## src/rtl/ctrl_pkg.sv

```systemverilog
// Shared definitions for the multicycle controller: FSM states, opcode/funct
// constants, ALU/size/cause codes and small decode helpers.
package ctrl_pkg;

  // Controller states; the encoding is visible on state_dbg.
  typedef enum logic [4:0] {
    StInit     = 5'd0,
    StFetch    = 5'd1,
    StDecode   = 5'd2,
    StRExec    = 5'd3,
    StAddiExec = 5'd4,
    StWb       = 5'd5,
    StAddr     = 5'd6,
    StLoad     = 5'd7,
    StStore    = 5'd8,
    StBranch   = 5'd9,
    StJump     = 5'd10,
    StExc      = 5'd11
  } state_e;

  // Instruction class remembered from DECODE for the later states.
  typedef enum logic [2:0] {
    KindR,
    KindAddi,
    KindLui,
    KindLoad,
    KindStore,
    KindBeq,
    KindBne,
    KindJump
  } kind_e;

  // Opcodes (IR[31:26])
  localparam logic [5:0] OpRtype = 6'h00;
  localparam logic [5:0] OpJ     = 6'h02;
  localparam logic [5:0] OpBeq   = 6'h04;
  localparam logic [5:0] OpBne   = 6'h05;
  localparam logic [5:0] OpAddi  = 6'h08;
  localparam logic [5:0] OpLui   = 6'h0F;
  localparam logic [5:0] OpLb    = 6'h20;
  localparam logic [5:0] OpLh    = 6'h21;
  localparam logic [5:0] OpLw    = 6'h23;
  localparam logic [5:0] OpSb    = 6'h28;
  localparam logic [5:0] OpSh    = 6'h29;
  localparam logic [5:0] OpSw    = 6'h2B;

  // R-type funct codes (IR[5:0])
  localparam logic [5:0] FnAdd = 6'h20;
  localparam logic [5:0] FnSub = 6'h22;
  localparam logic [5:0] FnAnd = 6'h24;
  localparam logic [5:0] FnSlt = 6'h2A;

  // ALU operation codes; AluNone doubles as "illegal funct".
  localparam logic [2:0] AluNone = 3'd0;
  localparam logic [2:0] AluAdd  = 3'd1;
  localparam logic [2:0] AluSub  = 3'd2;
  localparam logic [2:0] AluAnd  = 3'd3;
  localparam logic [2:0] AluSlt  = 3'd7;

  // Memory access size for the byte/half adjust unit
  localparam logic [1:0] SzWord = 2'd0;
  localparam logic [1:0] SzByte = 2'd1;
  localparam logic [1:0] SzHalf = 2'd2;

  // Exception causes
  localparam logic [1:0] CauseNone    = 2'd0;
  localparam logic [1:0] CauseIllegal = 2'd1;
  localparam logic [1:0] CauseOvf     = 2'd2;

  // PC input select
  localparam logic [1:0] PcinAlu    = 2'd0;
  localparam logic [1:0] PcinAluOut = 2'd1;
  localparam logic [1:0] PcinJump   = 2'd2;
  localparam logic [1:0] PcinExc    = 2'd3;

  // Wait counter covers latencies up to 15 cycles.
  localparam int unsigned CntWidth = $clog2(16);

  // Map an R-type funct to its ALU op; AluNone marks an unsupported funct.
  function automatic logic [2:0] funct_alu_op(input logic [5:0] funct);
    logic [2:0] op;
    case (funct)
      FnAdd:   op = AluAdd;
      FnSub:   op = AluSub;
      FnAnd:   op = AluAnd;
      FnSlt:   op = AluSlt;
      default: op = AluNone;
    endcase
    return op;
  endfunction

  // Access size of a load/store opcode.
  function automatic logic [1:0] mem_size(input logic [5:0] opcode);
    logic [1:0] sz;
    case (opcode)
      OpLb, OpSb: sz = SzByte;
      OpLh, OpSh: sz = SzHalf;
      default:    sz = SzWord;
    endcase
    return sz;
  endfunction

endpackage

```

## src/rtl/ctrl_wait_cnt.sv

```systemverilog
// Memory wait counter: loads a start value, counts down to zero and holds
// there; last is high while the count is zero.
module ctrl_wait_cnt
  import ctrl_pkg::*;
#(
  parameter int unsigned Width = CntWidth
) (
  input  logic             clk,
  input  logic             rst,
  input  logic             load,
  input  logic [Width-1:0] load_val,
  input  logic             dec,
  output logic [Width-1:0] cnt,
  output logic             last
);

  logic [Width-1:0] cnt_q;

  // Load has priority; decrement saturates at zero.
  always_ff @(posedge clk or negedge rst) begin
    if (!rst) begin
      cnt_q <= '0;
    end else if (load) begin
      cnt_q <= load_val;
    end else if (dec && (cnt_q != '0)) begin
      cnt_q <= cnt_q - 1'b1;
    end
  end

  assign cnt  = cnt_q;
  assign last = (cnt_q == '0);

endmodule

```

## src/rtl/multicycle_ctrl.sv

```systemverilog
// Multicycle MIPS-subset control unit. Single FSM register plus a memory wait
// counter; datapath strobes and selects are decoded from the current state.
module multicycle_ctrl
  import ctrl_pkg::*;
#(
  parameter int unsigned MEM_LAT = 1,
  parameter int unsigned INIT_SP = 1
) (
  input  logic       clk,
  input  logic       rst,
  input  logic [5:0] opcode,
  input  logic [5:0] funct,
  input  logic       alu_zero,
  input  logic       alu_ovf,
  output logic       pc_load,
  output logic       ins_load,
  output logic       mem_write,
  output logic       reg_write,
  output logic       regA_load,
  output logic       regB_load,
  output logic       aluout_load,
  output logic       mdr_load,
  output logic       epc_load,
  output logic       mux_memdata,
  output logic       mux_alusrcA,
  output logic [1:0] mux_pcin,
  output logic [1:0] mux_IorD,
  output logic [1:0] mux_regdst,
  output logic [1:0] mux_alusrcB,
  output logic [1:0] adjsz_ctrl,
  output logic [2:0] mux_mem2reg,
  output logic [2:0] alu_op,
  output logic [1:0] cause,
  output logic [4:0] state_dbg
);

  localparam state_e ResetState = (INIT_SP != 0) ? StInit : StFetch;
  localparam logic [CntWidth-1:0] LatLoad = CntWidth'(MEM_LAT - 1);

  state_e        state_q;
  kind_e         kind_q;
  logic [2:0]    alu_op_q;
  logic [1:0]    size_q;
  logic [1:0]    cause_q;

  logic                cnt_load;
  logic                cnt_dec;
  logic                cnt_last;
  logic [CntWidth-1:0] cnt_val;

  // Reload in every state whose successor is a counted (memory) state.
  always_comb begin
    cnt_load = 1'b0;
    case (state_q)
      StInit, StWb, StBranch, StJump, StExc, StAddr: cnt_load = 1'b1;
      StStore:                                       cnt_load = cnt_last;
      default:                                       cnt_load = 1'b0;
    endcase
    cnt_dec = (state_q == StFetch) || (state_q == StLoad) || (state_q == StStore);
  end

  ctrl_wait_cnt #(
    .Width(CntWidth)
  ) u_wait_cnt (
    .clk     (clk),
    .rst     (rst),
    .load    (cnt_load),
    .load_val(LatLoad),
    .dec     (cnt_dec),
    .cnt     (cnt_val),
    .last    (cnt_last)
  );

  // State register, transitions and per-instruction context.
  always_ff @(posedge clk or negedge rst) begin
    if (!rst) begin
      state_q  <= ResetState;
      kind_q   <= KindR;
      alu_op_q <= AluNone;
      size_q   <= SzWord;
      cause_q  <= CauseNone;
    end else begin
      case (state_q)
        StInit: state_q <= StFetch;

        StFetch: begin
          if (cnt_last) state_q <= StDecode;
        end

        StDecode: begin
          case (opcode)
            OpRtype: begin
              if (funct_alu_op(funct) != AluNone) begin
                kind_q   <= KindR;
                alu_op_q <= funct_alu_op(funct);
                state_q  <= StRExec;
              end else begin
                cause_q <= CauseIllegal;
                state_q <= StExc;
              end
            end
            OpAddi: begin
              kind_q  <= KindAddi;
              state_q <= StAddiExec;
            end
            OpLui: begin
              kind_q  <= KindLui;
              state_q <= StWb;
            end
            OpLw, OpLh, OpLb: begin
              kind_q  <= KindLoad;
              size_q  <= mem_size(opcode);
              state_q <= StAddr;
            end
            OpSw, OpSh, OpSb: begin
              kind_q  <= KindStore;
              size_q  <= mem_size(opcode);
              state_q <= StAddr;
            end
            OpBeq: begin
              kind_q  <= KindBeq;
              state_q <= StBranch;
            end
            OpBne: begin
              kind_q  <= KindBne;
              state_q <= StBranch;
            end
            OpJ: begin
              kind_q  <= KindJump;
              state_q <= StJump;
            end
            default: begin
              cause_q <= CauseIllegal;
              state_q <= StExc;
            end
          endcase
        end

        // Overflow only matters for the signed add/sub operations.
        StRExec: begin
          if (alu_ovf && ((alu_op_q == AluAdd) || (alu_op_q == AluSub))) begin
            cause_q <= CauseOvf;
            state_q <= StExc;
          end else begin
            state_q <= StWb;
          end
        end

        StAddiExec: begin
          if (alu_ovf) begin
            cause_q <= CauseOvf;
            state_q <= StExc;
          end else begin
            state_q <= StWb;
          end
        end

        StWb: state_q <= StFetch;

        StAddr: state_q <= (kind_q == KindLoad) ? StLoad : StStore;

        StLoad: begin
          if (cnt_last) state_q <= StWb;
        end

        StStore: begin
          if (cnt_last) state_q <= StFetch;
        end

        StBranch: state_q <= StFetch;
        StJump:   state_q <= StFetch;

        // Cause is visible for the EXC cycle only.
        StExc: begin
          cause_q <= CauseNone;
          state_q <= StFetch;
        end

        default: state_q <= ResetState;
      endcase
    end
  end

  // Output decode; everything is forced low while reset is asserted so that
  // strobes such as mem_write drop without waiting for a clock.
  always_comb begin
    pc_load     = 1'b0;
    ins_load    = 1'b0;
    mem_write   = 1'b0;
    reg_write   = 1'b0;
    regA_load   = 1'b0;
    regB_load   = 1'b0;
    aluout_load = 1'b0;
    mdr_load    = 1'b0;
    epc_load    = 1'b0;
    mux_memdata = 1'b0;
    mux_alusrcA = 1'b0;
    mux_pcin    = PcinAlu;
    mux_IorD    = 2'd0;
    mux_regdst  = 2'd0;
    mux_alusrcB = 2'd0;
    adjsz_ctrl  = SzWord;
    mux_mem2reg = 3'd0;
    alu_op      = AluNone;
    if (rst) begin
      case (state_q)
        // Write the initial stack pointer.
        StInit: begin
          reg_write   = 1'b1;
          mux_regdst  = 2'd2;
          mux_mem2reg = 3'd6;
        end
        StFetch: begin
          if (cnt_last) begin
            ins_load    = 1'b1;
            pc_load     = 1'b1;
            mux_pcin    = PcinAlu;
            mux_alusrcB = 2'd1;
            alu_op      = AluAdd;
          end
        end
        // Read registers and precompute the branch target.
        StDecode: begin
          regA_load   = 1'b1;
          regB_load   = 1'b1;
          aluout_load = 1'b1;
          mux_alusrcB = 2'd3;
          alu_op      = AluAdd;
        end
        StRExec: begin
          mux_alusrcA = 1'b1;
          mux_alusrcB = 2'd0;
          aluout_load = 1'b1;
          alu_op      = alu_op_q;
        end
        StAddiExec: begin
          mux_alusrcA = 1'b1;
          mux_alusrcB = 2'd2;
          aluout_load = 1'b1;
          alu_op      = AluAdd;
        end
        StWb: begin
          reg_write = 1'b1;
          case (kind_q)
            KindR: begin
              mux_regdst  = 2'd1;
              mux_mem2reg = 3'd1;
            end
            KindAddi: mux_mem2reg = 3'd1;
            KindLui:  mux_mem2reg = 3'd2;
            KindLoad: begin
              mux_mem2reg = 3'd0;
              adjsz_ctrl  = size_q;
            end
            default: mux_mem2reg = 3'd0;
          endcase
        end
        StAddr: begin
          mux_alusrcA = 1'b1;
          mux_alusrcB = 2'd2;
          alu_op      = AluAdd;
          aluout_load = 1'b1;
          adjsz_ctrl  = size_q;
        end
        StLoad: begin
          mux_IorD   = 2'd1;
          adjsz_ctrl = size_q;
          mdr_load   = cnt_last;
        end
        StStore: begin
          mux_IorD    = 2'd1;
          mux_memdata = 1'b1;
          mem_write   = 1'b1;
          adjsz_ctrl  = size_q;
        end
        StBranch: begin
          mux_alusrcA = 1'b1;
          alu_op      = AluSub;
          mux_pcin    = PcinAluOut;
          pc_load     = (kind_q == KindBne) ? !alu_zero : alu_zero;
        end
        StJump: begin
          mux_pcin = PcinJump;
          pc_load  = 1'b1;
        end
        StExc: begin
          epc_load = 1'b1;
          pc_load  = 1'b1;
          mux_pcin = PcinExc;
        end
        default: ;
      endcase
    end
  end

  assign cause     = cause_q;
  assign state_dbg = state_q;

endmodule

```

## config.mk

```make
export PLATFORM = sky130hd
export DESIGN_NAME = multicycle_ctrl
export DESIGN_NICKNAME = d
export VERILOG_FILES = /design/src/rtl/ctrl_pkg.sv /design/src/rtl/ctrl_wait_cnt.sv /design/src/rtl/multicycle_ctrl.sv
export SDC_FILE = /design/constraint.sdc
export NUM_CORES = 1
export LEC_CHECK = 0
export CAP_MARGIN = 15
export CORE_UTILIZATION = 30
export CTS_BUF_LIST = sky130_fd_sc_hd__clkbuf_4
export CTS_CLUSTER_DIAMETER = 30
export DETAILED_ROUTE_END_ITERATION = 16
export GPL_TIMING_DRIVEN = 0
export HOLD_SLACK_MARGIN = 0.08
export PLACE_DENSITY_LB_ADDON = 0.05
export RECOVER_POWER = 25
export REMOVE_ABC_BUFFERS = 1
export SLEW_MARGIN = 10
export SYNTH_ARGS = -nofsm -noshare
export SYNTH_HDL_FRONTEND = slang
export SYNTH_HIERARCHICAL = 1
export SYNTH_SLANG_ARGS = --single-unit
```

## constraint.sdc

```tcl
create_clock -name clk -period 5.85 [get_ports clk]
set_input_delay 1.17 -clock clk [delete_from_list [all_inputs] [get_ports clk]]
set_output_delay 1.17 -clock clk [all_outputs]
set_load 0.02 [all_outputs]
```

==> flow_metrics.env <==
export IMPL_outcome="complete, no violations"
export IMPL_overflow=0
export IMPL_yosys_top_cells_count="nor2_1 (23), dfrtp_1 (18), o21ai_0 (16), nand2_1 (15)"
export IMPL_vias=1799
export IMPL_fin_area_um2=2290
export IMPL_grt_pass1_wl_mm=8.15
export IMPL_rrSetupSlack_ns=3.31
export IMPL_row_count=27
export IMPL_async_flop_share=1.00
export IMPL_clkSlewWorstSetupHoldPaths_ns=0.11
export IMPL_cp_end_kind="output port"
export IMPL_cpPeakStageDelay_ns=0.59
export IMPL_drcViolationCount=0
export IMPL_post_drt_wl_per_cell_um=14.2
export IMPL_post_cts_setup_buffers=0
export IMPL_hpwlAfterDp_mm=3.62
export IMPL_postCtsHoldBufs=0
export IMPL_tritoncts="built"
export IMPL_portBuffers=47
export IMPL_cts_max_level=1
export IMPL_die_y_um=79.7
export IMPL_cts_buffers=3
export IMPL_r2r_end="u_wait_cnt/cnt[3]"
export IMPL_ys_ff_latch=18
export IMPL_maxSlewHeadroom=0.506
export IMPL_cp_start_kind="input port"
export IMPL_netlist_top_cells_area="dfrtp_1 (25%), nor2_1 (4.8%), o21ai_0 (4.4%)"
export IMPL_max_cap_violations=0
export IMPL_viasPerCell=5.26
export IMPL_finalHoldViolations=0
export IMPL_place_area_um2=2260
export IMPL_synth_largest_area_cell="dfrtp_1"
export IMPL_setup_viol=0
export IMPL_min_from="size_q[0]"
export IMPL_synth_top_area_frac=0.249
export IMPL_finalSetupTns_ns=0
export IMPL_grt_max_degree=32
export IMPL_synth_ff_type="dfrtp_1"
export IMPL_r2r_cells=8
export IMPL_crit_fanout=31
export IMPL_synth_most_common_cell="nor2_1"
export IMPL_layout_nets=288
export IMPL_min_period_ns=4.06
export IMPL_crit_chain="buf_2 > nand2_1 > nor3_1 > or2_2 > clkdlybuf4s50_1"
export IMPL_p_leak_nw=0.922
export IMPL_yosysSeqAreaShare=0.249
export IMPL_post_route_util=0.403
export IMPL_antenna_found_initial=0
export IMPL_cts_resized=0
export IMPL_ys_warn_count=6
export IMPL_cts_buffer_depth=2
export IMPL_antenna_left=0
export IMPL_wirelength_mm=4.84
export IMPL_coreArea_um2=5680
export IMPL_die_area_um2=6350
export IMPL_area_growth_pct=26.4
export IMPL_avgSynthCellArea_um2=7.67
export IMPL_first_pass_iters=4
export IMPL_critPathBufInv=2
export IMPL_hold_class="reg2reg"
export IMPL_diodes=0
export IMPL_gp_congestion=0.819
export IMPL_cp_slowest_cell="clkdlybuf4s50_1"
export IMPL_fin_skew_ns=0.00797
export IMPL_clock_root_buffer="clkbuf_4"
export IMPL_clock_sinks=18
export IMPL_grt_util_all_layers=0.162
export IMPL_crit_family="buffers and inverters"
export IMPL_syn_area_um2=1810
export IMPL_insertion_delay_ns=0.30
export IMPL_finalCritPeriodShare=0.695
export IMPL_p_per_area_nw_per_um2=372
export IMPL_drive_gt1_frac=0.0667
export IMPL_fillers=601
export IMPL_finalMaxSlewViolations=0
export IMPL_netlist_instances=236
export IMPL_drtIter0Drc=104
export IMPL_peakVddDrop_mv=0.178
export IMPL_hold_end="size_q[0]"
export IMPL_io_pins=50
export IMPL_worst_pin_slew_ns=0.741
export IMPL_die_x_um=79.7
export IMPL_synth_edff_count=0
export IMPL_fmax_mhz=246
export IMPL_crit_required_ns=4.68
export IMPL_initial_utilization=0.319
export IMPL_hold_depth=1
export IMPL_ys_types=63
export IMPL_rsz0062_at_grt="no"
export IMPL_cp_arrival_ns=2.89
export IMPL_worstReg2RegStart="u_wait_cnt/cnt[0]"
export IMPL_grt_pass1_vias=1666
export IMPL_crit_type="in2out"
[worst max path at each step]
stage | startpoint | to | cells after the start
floorplan | rst | mux_mem2reg[1] | 3
global placement | rst | mux_mem2reg[1] | 5
detailed placement | rst | mux_mem2reg[1] | 5
CTS | rst | mux_mem2reg[1] | 5
global route | rst | mux_mem2reg[1] | 5
finish | rst | mux_mem2reg[1] | 5
[state kept, by name, summed over array words and instances (netlist names)]
signal          flops
u_wait_cnt/cnt      4
cause               2
kind_q              3
state_dbg           4
alu_op_q            3
size_q              2
[layout make-up]
cell class / count / area (um^2) / share of cell area
clock buffers: 3 / 22.5 / 0.00985
repair buffers: 47 / 465 / 0.204
inverters: 9 / 33.8 / 0.0148
clock inverters: 1 / 3.75 / 0.00164
well taps: 72 / 90.1 / 0.0394
multi-input cells: 192 / 1220 / 0.534
flip-flops and latches: 18 / 450 / 0.197
[per-stage QoR]
step                std cells  setup slack [ns]  power (mW)  hold WS, ns
floorplan                 219              2.25       0.591        0.456
global placement          338             0.780       0.786        0.471
detailed placement        338              1.70       0.788        0.476
CTS                       342              1.70       0.858        0.504
global route              342              1.58       0.931        0.547
finish                    342              1.79       0.850        0.494
[where the power goes]
part           leakage (nW)  switching, mW  internal [mW]
registers             0.224         0.0899          0.162
clock network        0.0154         0.0403         0.0248
logic                 0.682          0.280          0.252
total                 0.922          0.411          0.439
[cell families after synthesis]
group,count (synthesis),synth area share
xor gates and xnor gates,5,0.0242
muxes,5,0.0297
and+or+nand+nor,113,0.367
buffers and inverters,31,0.0864
other,1,0.00207
adders and majority gates,1,0.00691
DFF,18,0.249
AOI/OAI and AO/OA,62,0.234
[per-layer routing]
layer	track usage	up-vias	share of wire
li1	-	911	-
met1	0.229	836	0.50
met2	0.256	48	0.45
met3	0.0183	4	0.037
met4	0.0473	0	0.012
met5	0	-	0
[layout by cell type, fill, tap and decap left out, types with 2 or more instances in the layout]
master	count
and3_1	7
dfrtp_1	18
o21a_1	4
nor4_1	4
clkdlybuf4s50_1	46
and2_1	4
o21ai_1	2
a21o_1	4
nand2_1	15
nor2_1	23
xor2_1	3
conb_1	6
clkbuf_4	3
nand3_1	7
inv_1	9
xnor2_1	2
o31ai_1	2
o21bai_1	2
nor3b_2	2
and4b_1	2
mux2i_1	2
a21oi_1	12
o21ai_0	16
a221o_1	3
mux2_2	2
nor3_1	12
o31a_1	2
or2_2	2
nand4_1	2
nand2b_1	8
or3_1	4
a31oi_1	2
nor2b_1	7
nor3b_1	3
Note: power is estimated with default switching activity, not from simulation.
